`src/rtl/enclave_cmd_frontend.sv`:
```
// Wishbone slave front-end for the LWE engine: scratchpad port, opcode push
// into a small command FIFO, status/control register and a one-at-a-time dispatcher.
module enclave_cmd_frontend #(
    parameter int          DATA_WIDTH  = 32,
    parameter int          ADDR_WIDTH  = 10,
    parameter int          DEPTH       = 1024,
    parameter int          OP_WIDTH    = 2,
    parameter int          CMD_DEPTH   = 4,
    parameter logic [31:0] OPCODE_ADDR = 32'h3000_0000,
    parameter logic [31:0] STATUS_ADDR = 32'h3000_0004
) (
    input  logic                  wb_clk_i,
    input  logic                  wb_rst_i,
    input  logic                  wbs_stb_i,
    input  logic                  wbs_cyc_i,
    input  logic                  wbs_we_i,
    input  logic [3:0]            wbs_sel_i,
    input  logic [31:0]           wbs_adr_i,
    input  logic [DATA_WIDTH-1:0] wbs_dat_i,
    output logic                  wbs_ack_o,
    output logic [DATA_WIDTH-1:0] wbs_dat_o,
    output logic                  mem_en,
    output logic                  mem_we,
    output logic [ADDR_WIDTH-1:0] mem_addr,
    output logic [DATA_WIDTH-1:0] mem_wdata,
    input  logic [DATA_WIDTH-1:0] mem_rdata,
    output logic                  eng_start,
    output logic [OP_WIDTH-1:0]   eng_opcode,
    output logic [ADDR_WIDTH-1:0] eng_src0,
    output logic [ADDR_WIDTH-1:0] eng_src1,
    output logic [ADDR_WIDTH-1:0] eng_dst,
    input  logic                  eng_done,
    output logic                  irq_o
);

    localparam int               CMD_W     = OP_WIDTH + 3 * ADDR_WIDTH;
    localparam int               PTR_W     = $clog2(CMD_DEPTH);
    localparam int               CNT_W     = PTR_W + 1;
    localparam logic [31:0]      MEM_LIMIT = 32'(DEPTH);
    localparam logic [CNT_W-1:0] CNT_FULL  = CNT_W'(CMD_DEPTH);
    localparam logic [CNT_W-1:0] CNT_ONE   = CNT_W'(1);
    localparam logic [PTR_W-1:0] PTR_ONE   = PTR_W'(1);

    typedef enum logic [1:0] {
        ST_IDLE  = 2'd0,
        ST_ISSUE = 2'd1,
        ST_RUN   = 2'd2
    } state_e;

    state_e              state_q, state_d;
    logic [CMD_W-1:0]    fifo_q [CMD_DEPTH];
    logic [PTR_W-1:0]    wr_ptr_q, rd_ptr_q;
    logic [CNT_W-1:0]    count_q;
    logic                overflow_q;
    logic [7:0]          done_cnt_q;
    logic                ack_q, rd_mem_q;
    logic [DATA_WIDTH-1:0] rdata_q;
    logic                eng_start_q, irq_q;
    logic [CMD_W-1:0]    eng_cmd_q;

    logic req_s, sel_mem_s, sel_op_s, sel_stat_s, mem_req_s, mem_go_s, wb_go_s;
    logic push_s, push_ok_s, pop_s, done_ev_s, full_s, empty_s, busy_s;
    logic clr_ovf_s, clr_done_s, unused_sel_s;
    logic [DATA_WIDTH-1:0] status_s;

    assign unused_sel_s = ^wbs_sel_i;

    assign req_s      = wbs_stb_i & wbs_cyc_i & ~ack_q;
    assign sel_mem_s  = (wbs_adr_i < MEM_LIMIT);
    assign sel_op_s   = (wbs_adr_i == OPCODE_ADDR);
    assign sel_stat_s = (wbs_adr_i == STATUS_ADDR);
    assign mem_req_s  = req_s & sel_mem_s;
    // Scratchpad traffic is parked (no mem_en, no ack) while a command is in flight.
    assign mem_go_s   = mem_req_s & ~busy_s;
    assign wb_go_s    = req_s & (~sel_mem_s | ~busy_s);
    assign full_s     = (count_q == CNT_FULL);
    assign empty_s    = (count_q == '0);
    assign push_s     = req_s & wbs_we_i & sel_op_s;
    assign push_ok_s  = push_s & (~full_s | pop_s);
    assign clr_ovf_s  = req_s & wbs_we_i & sel_stat_s & wbs_dat_i[3];
    assign clr_done_s = req_s & wbs_we_i & sel_stat_s & wbs_dat_i[31];

    assign mem_en    = mem_go_s;
    assign mem_we    = mem_go_s & wbs_we_i;
    assign mem_addr  = mem_go_s ? wbs_adr_i[ADDR_WIDTH-1:0] : '0;
    assign mem_wdata = (mem_go_s & wbs_we_i) ? wbs_dat_i : '0;

    assign wbs_ack_o = ack_q;
    assign wbs_dat_o = ack_q ? (rd_mem_q ? mem_rdata : rdata_q) : '0;

    assign eng_start  = eng_start_q;
    assign irq_o      = irq_q;
    assign eng_opcode = eng_cmd_q[OP_WIDTH-1:0];
    assign eng_src0   = eng_cmd_q[OP_WIDTH +: ADDR_WIDTH];
    assign eng_src1   = eng_cmd_q[OP_WIDTH + ADDR_WIDTH +: ADDR_WIDTH];
    assign eng_dst    = eng_cmd_q[OP_WIDTH + 2 * ADDR_WIDTH +: ADDR_WIDTH];

    // Dispatch state register.
    always_ff @(posedge wb_clk_i or negedge wb_rst_i) begin
        if (!wb_rst_i) begin
            state_q <= ST_IDLE;
        end else begin
            state_q <= state_d;
        end
    end

    // Dispatch next state; a scratchpad request in its request cycle wins over issue.
    always_comb begin
        state_d = state_q;
        case (state_q)
            ST_IDLE: begin
                if (!empty_s && !mem_req_s) state_d = ST_ISSUE;
                else                        state_d = ST_IDLE;
            end
            ST_ISSUE: state_d = ST_RUN;
            ST_RUN: begin
                if (eng_done) state_d = ST_IDLE;
                else          state_d = ST_RUN;
            end
            default: state_d = ST_IDLE;
        endcase
    end

    // Dispatch state decode.
    always_comb begin
        busy_s    = 1'b0;
        pop_s     = 1'b0;
        done_ev_s = 1'b0;
        case (state_q)
            ST_IDLE:  busy_s = 1'b0;
            ST_ISSUE: begin
                busy_s = 1'b1;
                pop_s  = 1'b1;
            end
            ST_RUN: begin
                busy_s    = 1'b1;
                done_ev_s = eng_done;
            end
            default: busy_s = 1'b0;
        endcase
    end

    // Status word assembly.
    always_comb begin
        status_s        = '0;
        status_s[0]     = busy_s;
        status_s[1]     = full_s;
        status_s[2]     = empty_s;
        status_s[3]     = overflow_q;
        status_s[8:4]   = 5'(count_q);
        status_s[23:16] = done_cnt_q;
    end

    // Command FIFO storage, pointers and occupancy.
    always_ff @(posedge wb_clk_i or negedge wb_rst_i) begin
        if (!wb_rst_i) begin
            for (int i = 0; i < CMD_DEPTH; i++) fifo_q[i] <= '0;
            wr_ptr_q <= '0;
            rd_ptr_q <= '0;
            count_q  <= '0;
        end else begin
            if (push_ok_s) begin
                fifo_q[wr_ptr_q] <= wbs_dat_i[CMD_W-1:0];
                wr_ptr_q         <= wr_ptr_q + PTR_ONE;
            end
            if (pop_s) rd_ptr_q <= rd_ptr_q + PTR_ONE;
            case ({push_ok_s, pop_s})
                2'b10:   count_q <= count_q + CNT_ONE;
                2'b01:   count_q <= count_q - CNT_ONE;
                default: count_q <= count_q;
            endcase
        end
    end

    // Sticky overflow flag and completion counter; software clears take priority.
    always_ff @(posedge wb_clk_i or negedge wb_rst_i) begin
        if (!wb_rst_i) begin
            overflow_q <= 1'b0;
            done_cnt_q <= 8'd0;
        end else begin
            if (clr_ovf_s)                    overflow_q <= 1'b0;
            else if (push_s && full_s && !pop_s) overflow_q <= 1'b1;
            if (clr_done_s)     done_cnt_q <= 8'd0;
            else if (done_ev_s) done_cnt_q <= done_cnt_q + 8'd1;
        end
    end

    // Wishbone acknowledge and registered read data.
    always_ff @(posedge wb_clk_i or negedge wb_rst_i) begin
        if (!wb_rst_i) begin
            ack_q    <= 1'b0;
            rd_mem_q <= 1'b0;
            rdata_q  <= '0;
        end else begin
            ack_q    <= wb_go_s;
            rd_mem_q <= wb_go_s & sel_mem_s & ~wbs_we_i;
            if (wb_go_s && !wbs_we_i && sel_stat_s) rdata_q <= status_s;
            else                                    rdata_q <= '0;
        end
    end

    // Engine handshake: start pulse, held command fields and completion irq.
    always_ff @(posedge wb_clk_i or negedge wb_rst_i) begin
        if (!wb_rst_i) begin
            eng_start_q <= 1'b0;
            irq_q       <= 1'b0;
            eng_cmd_q   <= '0;
        end else begin
            eng_start_q <= pop_s;
            irq_q       <= done_ev_s;
            if (pop_s) eng_cmd_q <= fifo_q[rd_ptr_q];
        end
    end

endmodule

```
`config.mk`:
```
export PLATFORM = sky130hd
export DESIGN_NAME = enclave_cmd_frontend
export DESIGN_NICKNAME = d
export VERILOG_FILES = /design/src/rtl/enclave_cmd_frontend.sv
export SDC_FILE = /design/constraint.sdc
export NUM_CORES = 1
export LEC_CHECK = 0
export BUFFER_PORTS_ARGS = -buffer_cell sky130_fd_sc_hd__buf_2
export CAP_MARGIN = 30
export CELL_PAD_IN_SITES_DETAIL_PLACEMENT = 1
export CELL_PAD_IN_SITES_GLOBAL_PLACEMENT = 2
export CORE_MARGIN = 10
export CORE_UTILIZATION = 33
export DETAILED_ROUTE_END_ITERATION = 10
export PLACE_DENSITY_LB_ADDON = 0.1
export SLEW_MARGIN = 30
export SYNTH_ARGS = -nofsm -noshare
export SYNTH_HDL_FRONTEND = slang
export SYNTH_SLANG_ARGS = --single-unit
```
`constraint.sdc`:
```
create_clock -name wb_clk_i -period 2.55 [get_ports wb_clk_i]
set_input_delay 0.1275 -clock wb_clk_i [delete_from_list [all_inputs] [get_ports wb_clk_i]]
set_output_delay 0.1275 -clock wb_clk_i [all_outputs]
set_load 0.03 [all_outputs]
```
### After elaboration in Yosys (flattened, before gate mapping)

Index checks and enable logic that the tools add are counted.
Widths: inputs -> output; s select.

* bitwise gates (word level): 23
* reduce and logical (&&, ||, !) cells: 16
* order comparisons: 4
* mux-type cells: 22
* $add $sub $neg: 5
* eq/ne operators: 7

Operators by type and width (count)
* $mux 32: 6
* $bwmux 128: 1
* $bmux 32 s2: 1
* $demux 32 s2: 1
* $eq 32x30->1 const B: 2
* $lt 32x11->1 const B: 1
* $mux 24: 1
* $mux 8: 2
* $and 1x1->1: 14
* $mux 10: 1
* $add 8x1->8 const B: 1
* $ge 3x3->1 const B: 2
* $logic_and 1x1->1: 6
* $mux 1: 6
* $not 2->3: 2
* $pmux 2 s3: 1
* $pmux 3 s2: 1
* $reduce_bool 2->1: 3
* $not 1->1: 5
* $add 2x1->2 const B: 2
* $eq 2x1->1 const B: 2
* $eq 2x2->1 const B: 2
* $logic_not 1->1: 4
* $add 3x1->3 const B: 1
* other kinds (8): 9

* input bits: 106
* output and inout bits: 111
* register bits after elaboration: 206
* logic and storage cells: 93

### Longest topological paths before layout

Gate-level depths: netlist of the first run.

* depth after elaboration: 9
* depth in mapped cells: 10
* depth with buffers taken out: 8

### Least setup slack after synthesis of the first run

Ideal clock, no wire load.

* path type: register to register
* start point: register ack_q, in the netlist wbs_ack_o
* end point: register count_q[2]
* clock period less this slack: 2780 ps
* cell stages (with the launch flop): 10
* arrival: 2647 ps
* path slack: -230 ps
* setup time: 132 ps
* cell sequence: dfrtp_1 -> and4b_1 -> nand3_4 -> buf_6 -> nor3_1 -> nand2b_1 -> fa_1 -> or4b_2 -> nor4_1 -> a211oi_1

* cells in the longest elaborated chain, start to end: 7

Ends and longest elaborated chain
* from (decl): line 56 `logic ack_q, rd_mem_q;`
* from (signal assigned): line 195 `ack_q <= wb_go_s;`
* $not 1->1 (*): line 68 `assign req_s = wbs_stb_i & wbs_cyc_i & ~ack_q;`
* $and 1x1->1 (*): line 68
* $and 1x1->1 (*) (2 in a row): line 78 `assign push_s = req_s & wbs_we_i & sel_op_s;`
* $and 1x1->1 (*): line 79 `assign push_ok_s = push_s & (~full_s | pop_s);`
* $eq 2x1->1 / $eq 2x2->1 (equally long branches): line 167 `case ({push_ok_s, pop_s})`
* $pmux 3 s2 / $reduce_bool 2->1 (equally long branches)
* to (signal assigned): line 168 `2'b10: count_q <= count_q + CNT_ONE;`
* to (signal assigned): line 169 `2'b01: count_q <= count_q - CNT_ONE;`
* to (signal assigned): line 170 `default: count_q <= count_q;`
* to (decl): line 53 `logic [CNT_W-1:0] count_q;`

Mark *: on every way between the ends. The rest lies on a longest branch, timed or not.
A chain may end at the register's enable or synchronous reset.

### Worst setup path after layout of the first run

* start point: register state_q[1]
* end point: output port mem_wdata[18]

* cells in the longest elaborated chain, start to end: 7

Ends and longest elaborated chain
* from (decl): line 50 `state_e state_q, state_d;`
* from (signal assigned): line 103 `state_q <= state_d;`
* $eq 2x2->1 / $eq 2x1->1 (equally long branches): line 129 `case (state_q)`
* $reduce_or 2->1 (no source line) (*)
* $mux 1 (*): line 129
* $not 1->1 (*): line 74 `assign mem_go_s = mem_req_s & ~busy_s;`
* $and 1x1->1 (*): line 74
* $and 1x1->1 (*): line 86 `assign mem_wdata = (mem_go_s & wbs_we_i) ? wbs_dat_i : '0;`
* $mux 32 (*): line 86
* to (decl): line 25 `output logic [DATA_WIDTH-1:0] mem_wdata,`

Marked as above.

==> run metrics, run 1 <==
crit path DAT=2640 ps; Max FO, Critical Path=5; row cnt=61; CTS tree=yes; setup tns final=-6381 ps; die area=about 36000 um^2; nets@finish=1057; Area growth, synth to finish=33.83%; fin. max-slew vios=0; gr ovfl total=0; IO Port Bufs=212; FMAX=~0.36 GHz; vias post-DR=6507; most frequent cells in the layout=dfrtp_1 (194), buf_2 (179), mux2_2 (152); Hold Path Class=input pin to flop; final wirelength=26920 um; Syn Area/Cell=14.08 um^2; synthesized flop and latch total=197; Die Wd=188.6 um; Mapped Nets=781; CTS Buffer Depth=2; minimum clock period=2767 ps; Distinct cells, synth=49; vias in the first global route=7518; Max-cap violations=0; yosys warns=0; Post-synth EDFFs=0; sequential element share of the synthesized area=52.58%; Pleak=between 6 and 7 nW; nature of the critical path startpoint=flop; Util after Layout=44.92%; root buf cell=clkbuf_16; final number of hold-violating endpoints=0; Slew headroom=61.60%; final setup violation count=40; Placed Cells=~1300; design area=approximately 13000 um^2; Wirelength per Cell=20.20 um; status=finished with violations; failing checks=setup timing; first-pass GRT wire length=42780 um; worst slack at placement=-299.2 ps; Clock transition at path regs=80 ps; commonest non-fill, non-tap cell in the layout=dfrtp_1; H-tree depth=4; die height=188.6 um; largest net degree at the start of global routing=71; Async SR Flop Fraction=100.0%; Max VDD drop=0.3645 mV; initial antenna violation count=1; CTS sink count=197; Pre-antenna DRT Iters=4; Via density=about 4.9; Final Wtd Congestion=0.7374; Worst Tran Pin Value=576.0 ps; synthesized instance count=666; RSZ-0062 raised after global routing=true; CTS buffer count=17; top_reg_cell synth=dfrtp_1; crit path kind=flop to output port; drt drc=0; Final Cycle Share=108.5%; worst-skew pair later-pin latency=about 440 ps; Layout Cells excl Fill=1333; Detailed Place HPWL=18320 um; Detail Route Antenna Nets=0; Placed Area=11120 um^2; worst setup margin=-217.2 ps; DRT iter0 DRCs=304; initial cell density of the core=about a third; total core area=approximately 28000 um^2; n_diodes=0; All-Layer GR Usage=between 15 and 20%; IO Count=217; synthesized area=9376 um^2; Setup crit end kind=output port; Fin Clk Skew=between 10 and 15 ps; power per cell area=500.0 nW/um^2; CP required=2420 ps; share of post-route cells with drive strength above 1=56.86%
## layer usage
| layer | track usage, % | up-vias | wire (um) |
|---|---|---|---|
| met5 | 0 | - | 0 |
| met4 | 3.144 | 0 | 237 |
| met1 | 18.00 | 3418 | 11400 |
| met3 | 3.527 | 18 | 953 |
| met2 | 27.08 | 120 | 14330 |
| li1 | - | 2951 | - |
## synth_stat cells (3+ instances only)
cell type  instances  share of area [%]
dfrtp_1          197                 53
ha_1               8                1.1
mux4_2            32                7.7
nor4_1            11               0.73
nand4_1            4               0.27
nor4_4             5                1.1
clkbuf_1          21               0.84
or3_1              4               0.27
mux2_1             9                1.1
and2_1            42                2.8
mux2_2           152                 18
nand2_1           12               0.48
buf_2             10               0.53
nor3_1            19                1.0
buf_6              9                1.1
a21oi_1            3               0.16
and3_1            18                1.2
nor2b_1           15                1.0
inv_1             21               0.84
nand3_1            5               0.27
mux2i_1           18                1.9
o311a_1            3               0.32
xnor2_1            8               0.75
nor2_1             9               0.36
## through the flow
step	power (mW)	hold WS, ps
floorplan	3.288	-168.1
CTS	6.369	0.8055
finish	6.274	5.772
global placement	3.496	155.0
detailed placement	3.519	167.2
global route	6.554	6.578
## critical path: stages (launching register included)
cell       delay [ps]
dfrtp_1           400
inv_2              80
buf_6             100
ha_4              190
or3_4             330
or3_4             350
nor3_4            160
buf_12            180
clkbuf_16         150
and2_4            140
buf_6             120
## final timing paths
kind	start	endpoint	slack [ps]	depth (start not counted)
setup / recovery	state_q[1]	mem_wdata[18]	-220	10
hold / removal	wbs_dat_i[0]	fifo_q[0]	6	2
setup reg to reg	state_q[0]	fifo_q[0]	80	9
hold reg to reg	fifo_q[45]	fifo_q[45]	490	1
max in group asynchronous	wb_rst_i	rd_ptr_q[1]	1500	3
min in group asynchronous	wb_rst_i	rdata_q[22]	250	2
## repair_timing
| item | 4_1_cts | 5_1_grt |
|---|---|---|
| endpoints found under the hold margin | 159 | 0 |
| pin swaps | 4 | 21 |
| cloned | 1 | 2 |
| buffers inserted | 4 | 5 |
| resized for setup | 92 | 22 |
| setup endpoints to repair | 45 | 102 |
| hold buffers | 31 | 0 |
## final cells by class
| class | instances | area [um^2] |
|---|---|---|
| clock inverter | 14 | 173.9 |
| timing repair buffer | 301 | 2210 |
| inverter | 21 | 78.83 |
| sequential | 197 | 4933 |
| tap | 378 | 473.0 |
| fill | 2898 | 15390 |
| clock buffer | 18 | 429.2 |
| multi-input combinational | 404 | 4250 |
## registers in the layout, indices dropped and copies added, names as in the netlist
signal      count
done_cnt_q      8
eng_start       1
count_q         3
wbs_ack_o       1
irq_o           1
rdata_q        15
rd_ptr_q        2
state_q         2
eng_cmd_q      32
fifo_q        128
overflow_q      1
wr_ptr_q        2
rd_mem_q        1
## power breakdown
part	switching [mW]	leakage, nW	total (mW)	internal [mW]
logic	0.180	3.24	0.321	0.141
registers	0.0291	2.72	3.17	3.14
clock network	1.36	0.297	2.78	1.42
total	1.57	6.26	6.27	4.71
## kinds of logic (layout without fill, tap and decap cells)
logic type,Yosys count,after routing,synth area share (%)
mux,211,211,28.94
flops,197,197,52.58
simple gates,161,161,11.72
buf+inv,65,354,3.536
compound gates,14,14,1.108
fa+ha+maj,9,9,1.281
xor+xnor,9,9,0.8407
Power figures use the tool's default switching activity.
==> inputs of run 2 (changes only) <==
--- a/config.mk
+++ b/config.mk
@@ -9,6 +9,7 @@
 export CAP_MARGIN = 30
 export CELL_PAD_IN_SITES_DETAIL_PLACEMENT = 1
 export CELL_PAD_IN_SITES_GLOBAL_PLACEMENT = 2
+export CORE_ASPECT_RATIO = 1.25
 export CORE_MARGIN = 10
 export CORE_UTILIZATION = 33
 export DETAILED_ROUTE_END_ITERATION = 10
==> run metrics, run 2 (synthesis results as in run 1) <==
status=finished with violations; failing checks=setup timing; Max-cap violations=0; Via density=between 5 and 6; Pleak=6.144 nW; DRT iter0 DRCs=236; total power=6.099 mW; commonest non-fill, non-tap cell in the layout=dfrtp_1; setup tns final=-6475 ps; final number of hold-violating endpoints=0; final setup violation count=42; Slew headroom=59.39%; crit path DAT=2650 ps; nature of the critical path startpoint=flop; max reg flops=between 100 and 150; nets@finish=between 1000 and 1500; Fin Clk Skew=14.92 ps; initial antenna violation count=0; Max VDD drop=about 0.45 mV; initial cell density of the core=about 34%; RSZ-0062 raised after global routing=true; worst slack at placement=59.55 ps; crit path kind=flop to output port; IO Count=217; CP endpoint=mem_wdata[11]; Placed Cells=1209; IO Port Bufs=212; WHS=approximately 38 ps; Layout Cells excl Fill=1287; CTS Buffer Depth=2; FMAX=0.3604 GHz; Wirelength per Cell=between 20 and 25 um; fill cell total of the finished layout=2886; die area=35600 um^2; Hold Path Class=input pin to flop; Reg-to-Reg Start=state_q[0]; root buf cell=clkbuf_16; reg2reg path depth=7; vias in the first global route=7513; row cnt=68; first-pass GRT wire length=43470 um; CTS sink count=between 150 and 200; largest net degree at the start of global routing=84; Detailed Place HPWL=18820 um; most frequent cells in the layout=dfrtp_1 (194), buf_2 (168), mux2_2 (152); worst-skew pair later-pin latency=440 ps; drt drc=0; Top Registers=fifo_q x128, eng_cmd_q x32, rdata_q x15; R2R Path End=fifo_q[45]; power per cell area=491.9 nW/um^2; n_diodes=0; Pre-antenna DRT Iters=5; Biggest register=fifo_q; Setup crit start=state_q[0]; register area=4933 um^2; total core area=27820 um^2; vias post-DR=6475; Worst Tran Pin Value=604.6 ps; H-tree depth=4; Detail Route Antenna Nets=0; minimum clock period=about 2800 ps; Final Cycle Share=108.8%; Setup crit end kind=output port; fin. max-slew vios=0; Die Wd=170.8 um; All-Layer GR Usage=15.69%; Max FO, Critical Path=6; die height=208.5 um; area of the multi-input gates=4267 um^2; Worst R2R Setup Slack=230 ps; Area growth, synth to finish=32.23%; gr ovfl total=0; share of post-route cells with drive strength above 1=56.03%; final wirelength=27930 um; CTS tree=yes; Final Wtd Congestion=0.7334; CTS buffer count=17; worst setup margin=-224.8 ps; CP required=2420 ps; Clock transition at path regs=70 ps
==> run 2: worst min-delay path by stage <==
stage	startpoint	end	slack, ps	cells past startpoint
3_3_place_gp	wb_rst_i	rdata_q[22]	100	1
4_1_cts	wbs_adr_i[29]	state_q[0]	30	2
2_1_floorplan	wb_rst_i	count_q[0]	-170	0
3_5_place_dp	wb_rst_i	rdata_q[19]	110	1
6_report	wbs_adr_i[29]	state_q[0]	40	2
5_1_grt	wbs_adr_i[28]	state_q[0]	30	2
==> run 2: stage by stage <==
step | area [um^2] | utilization (%)
floorplan | 9393 | -
global placement | 10930 | 39.29
detailed placement | 10930 | 39.29
CTS | 12200 | 43.86
global route | 12400 | 44.56
finish | 12400 | 44.56
==> run 2: timing repair <==
action,in CTS,in global routing
cloned,2,2
endpoints found under the setup margin,42,43
setup buffers,6,3
endpoints found under the hold margin,166,0
hold buffers,35,0
gates resized for setup,74,73
pin swaps,6,27
==> run 2: worst max-delay path, stage by stage, from the launching register on <==
cell and delay (ps):
dfrtp_1 400, inv_2 80, ha_4 200, or3_4 340, or3_4 420, nor3_4 160
buf_12 170, clkbuf_16 160, and2_4 140, buf_6 120
==> run 2: power by group <==
part / total [mW] / switching, mW / internal [mW]
Sequential: 3.17 / 0.0268 / 3.14
Clock: 2.62 / 1.32 / 1.30
Combinational: 0.314 / 0.176 / 0.138
==> run 2: cell type report <==
| type | count | area share [%] |
|---|---|---|
| inverter | 21 | 0.6358 |
| sequential | 197 | 39.79 |
| timing repair buffer | 283 | 17.05 |
| multi-input combinational | 404 | 34.41 |
| clock buffer | 18 | 3.462 |
| clock inverter | 14 | 1.120 |
| tap | 350 | 3.532 |
==> run 2: per-layer routing <==
| layer | routed length, um | part of all wire (%) | global-route usage (%) | vias to the layer above |
|---|---|---|---|---|
| li1 | - | - | - | 2920 |
| met1 | 10950 | 39 | 17.12 | 3429 |
| met2 | 15810 | 57 | 29.77 | 108 |
| met3 | 859 | 3.1 | 3.163 | 18 |
| met4 | 311 | 1.1 | 3.897 | 0 |
| met5 | 0 | 0 | 0 | - |
==> inputs of run 3 (changes only) <==
--- a/config.mk
+++ b/config.mk
@@ -11,7 +11,7 @@
 export CELL_PAD_IN_SITES_GLOBAL_PLACEMENT = 2
 export CORE_ASPECT_RATIO = 1.25
 export CORE_MARGIN = 10
-export CORE_UTILIZATION = 33
+export CORE_UTILIZATION = 40
 export DETAILED_ROUTE_END_ITERATION = 10
 export PLACE_DENSITY_LB_ADDON = 0.1
 export SLEW_MARGIN = 30
==> constraint.sdc (replaced) <==
create_clock -name wb_clk_i -period 3.4 [get_ports wb_clk_i]
set_input_delay 0.17 -clock wb_clk_i [delete_from_list [all_inputs] [get_ports wb_clk_i]]
set_output_delay 0.17 -clock wb_clk_i [all_outputs]
set_load 0.03 [all_outputs]
==> run metrics, run 3 (synthesis results as in run 1) <==
root buf cell=clkbuf_16; Placed Cells=1141; Max VDD drop=0.3323 mV; commonest non-fill, non-tap cell in the layout=buf_2; Setup crit end kind=output port; initial antenna violation count=0; final wirelength=approximately 25000 um; design area=11390 um^2; CP cell instances=inv_1, ha_1, or3_1, or3_1, nor3_2, buf_4, and2_1, buf_2; Area growth, synth to finish=21.48%; final number of hold-violating endpoints=0; Die Wd=156.9 um; largest net degree at the start of global routing=92; total power=4.583 mW; cell mode on critical path=or3_1; Via density=about 5.3; CP max stage cell=dfrtp_1; H-tree depth=4; drt drc=0; setup tns final=0 ps; Top Registers=fifo_q x128, eng_cmd_q x32, rdata_q x15; n_diodes=0; FMAX=0.3340 GHz; first-pass GRT wire length=39700 um; worst setup margin=406.1 ps; Util after Layout=49.44%; CTS Buffer Depth=2; IO Count=between 200 and 250; Max FO, Critical Path=28; Detailed Place HPWL=17650 um; fill cell total of the finished layout=~2400; register area=4933 um^2; gr ovfl total=0; initial cell density of the core=40.70%; worst-skew pair later-pin latency=roughly 440 ps; Max-cap violations=0; die area=30000 um^2; Biggest register=fifo_q; Hold Path Class=input pin to flop; power per cell area=402.4 nW/um^2; minimum clock period=2994 ps; crit path kind=flop to output port; total core area=~23000 um^2; Top delay family on crit path=simple AND/OR/NAND/NOR gates; Final Wtd Congestion=0.7934; Clock transition at path regs=80 ps; WP depth=8; crit path buf inv count=3; row cnt=62; worst slack at placement=776.2 ps; Pleak=5.828 nW; vias in the first global route=around 7100; CP max stage delay=390 ps; Layout Cells excl Fill=1179; Worst R2R Setup Slack=750 ps; Worst Tran Pin Value=975.1 ps; Final Cycle Share=between 80 and 90%; most frequent cells in the layout=buf_2 (211), dfrtp_1 (194), mux2_2 (152); Reg-to-Reg Start=wbs_ack_o; die height=191.2 um; IO Port Bufs=212; nets@finish=993; Detail Route Antenna Nets=0; Setup crit start=state_q[0]; fin. max-slew vios=0; nature of the critical path startpoint=flop; area of the multi-input gates=4123 um^2; Pre-antenna DRT Iters=4; status=finished, final reports clean; PostCTS Resize Cnt=0; WHS=20.09 ps; Placed Area=10730 um^2; CTS buffer count=17; CP endpoint=mem_wdata[0]; All-Layer GR Usage=16.69%; CTS tree=yes; Wirelength per Cell=roughly 21 um; share of post-route cells with drive strength above 1=between 50 and 60%; R2R Path End=count_q[2]; Fin Clk Skew=15.07 ps; CP required=3230 ps; RSZ-0062 raised after global routing=false; DRT iter0 DRCs=209; vias post-DR=6231; final setup violation count=0; crit path DAT=2820 ps; reg2reg path depth=8; CTS sink count=197; Slew headroom=34.99%; max reg flops=between 100 and 150
run 3: cell count changes in the layout (fill, tap and decap cells not counted), sizes merged:
cell         before  now
buf             246  230
clkbuf           20   19
clkinv            3    7
clkinvlp          5    1
dlygate4sd3      35    6
run 3: worst min path at each step:
stage | start | endpoint | slack, ps | depth (start not counted)
after floorplan | wb_rst_i | count_q[0] | -130 | 0
after global placement | wb_rst_i | rdata_q[22] | 250 | 1
after detailed placement | wb_rst_i | rdata_q[23] | 260 | 1
after CTS | wbs_dat_i[16] | fifo_q[112] | 2 | 2
after global routing | wbs_dat_i[15] | fifo_q[47] | 10 | 2
final | wbs_dat_i[7] | fifo_q[103] | 20 | 2
run 3: repair_timing:
action	4_1_cts	5_1_grt
hold buffers	6	0
hold endpoints to repair	85	0
setup buffers	0	0
run 3: layout make-up:
| type | count | share of cell area (%) |
|---|---|---|
| sequential | 197 | 43.31 |
| multi-input combinational | 404 | 36.19 |
| timing repair buffer | 237 | 11.39 |
| clock buffer | 18 | 3.855 |
| tap | 288 | 3.163 |
| clock inverter | 14 | 1.395 |
| inverter | 21 | 0.6920 |
run 3: per-layer routing:
layer	global-route usage (%)	up-vias	part of all wire, %
li1	-	2836	-
met1	18.61	3271	39
met2	31.41	108	56
met3	3.733	16	4.0
met4	3.673	0	0.84
met5	0	-	0
run 3: worst reg2reg max path: stages (launching register included):
cell	delay, ps
dfrtp_1	340
and4b_1	240
nand3_4	250
nor3_1	120
nand2b_1	170
fa_1	430
or4b_2	650
nor4_1	200
a211oi_1	120
run 3: power breakdown:
| group | total [mW] | leakage (nW) | switching (mW) | internal, mW |
|---|---|---|---|---|
| clock network | 2.01 | 0.288 | 0.999 | 1.01 |
| logic | 0.199 | 2.82 | 0.121 | 0.0776 |
| registers | 2.38 | 2.72 | 0.0218 | 2.36 |
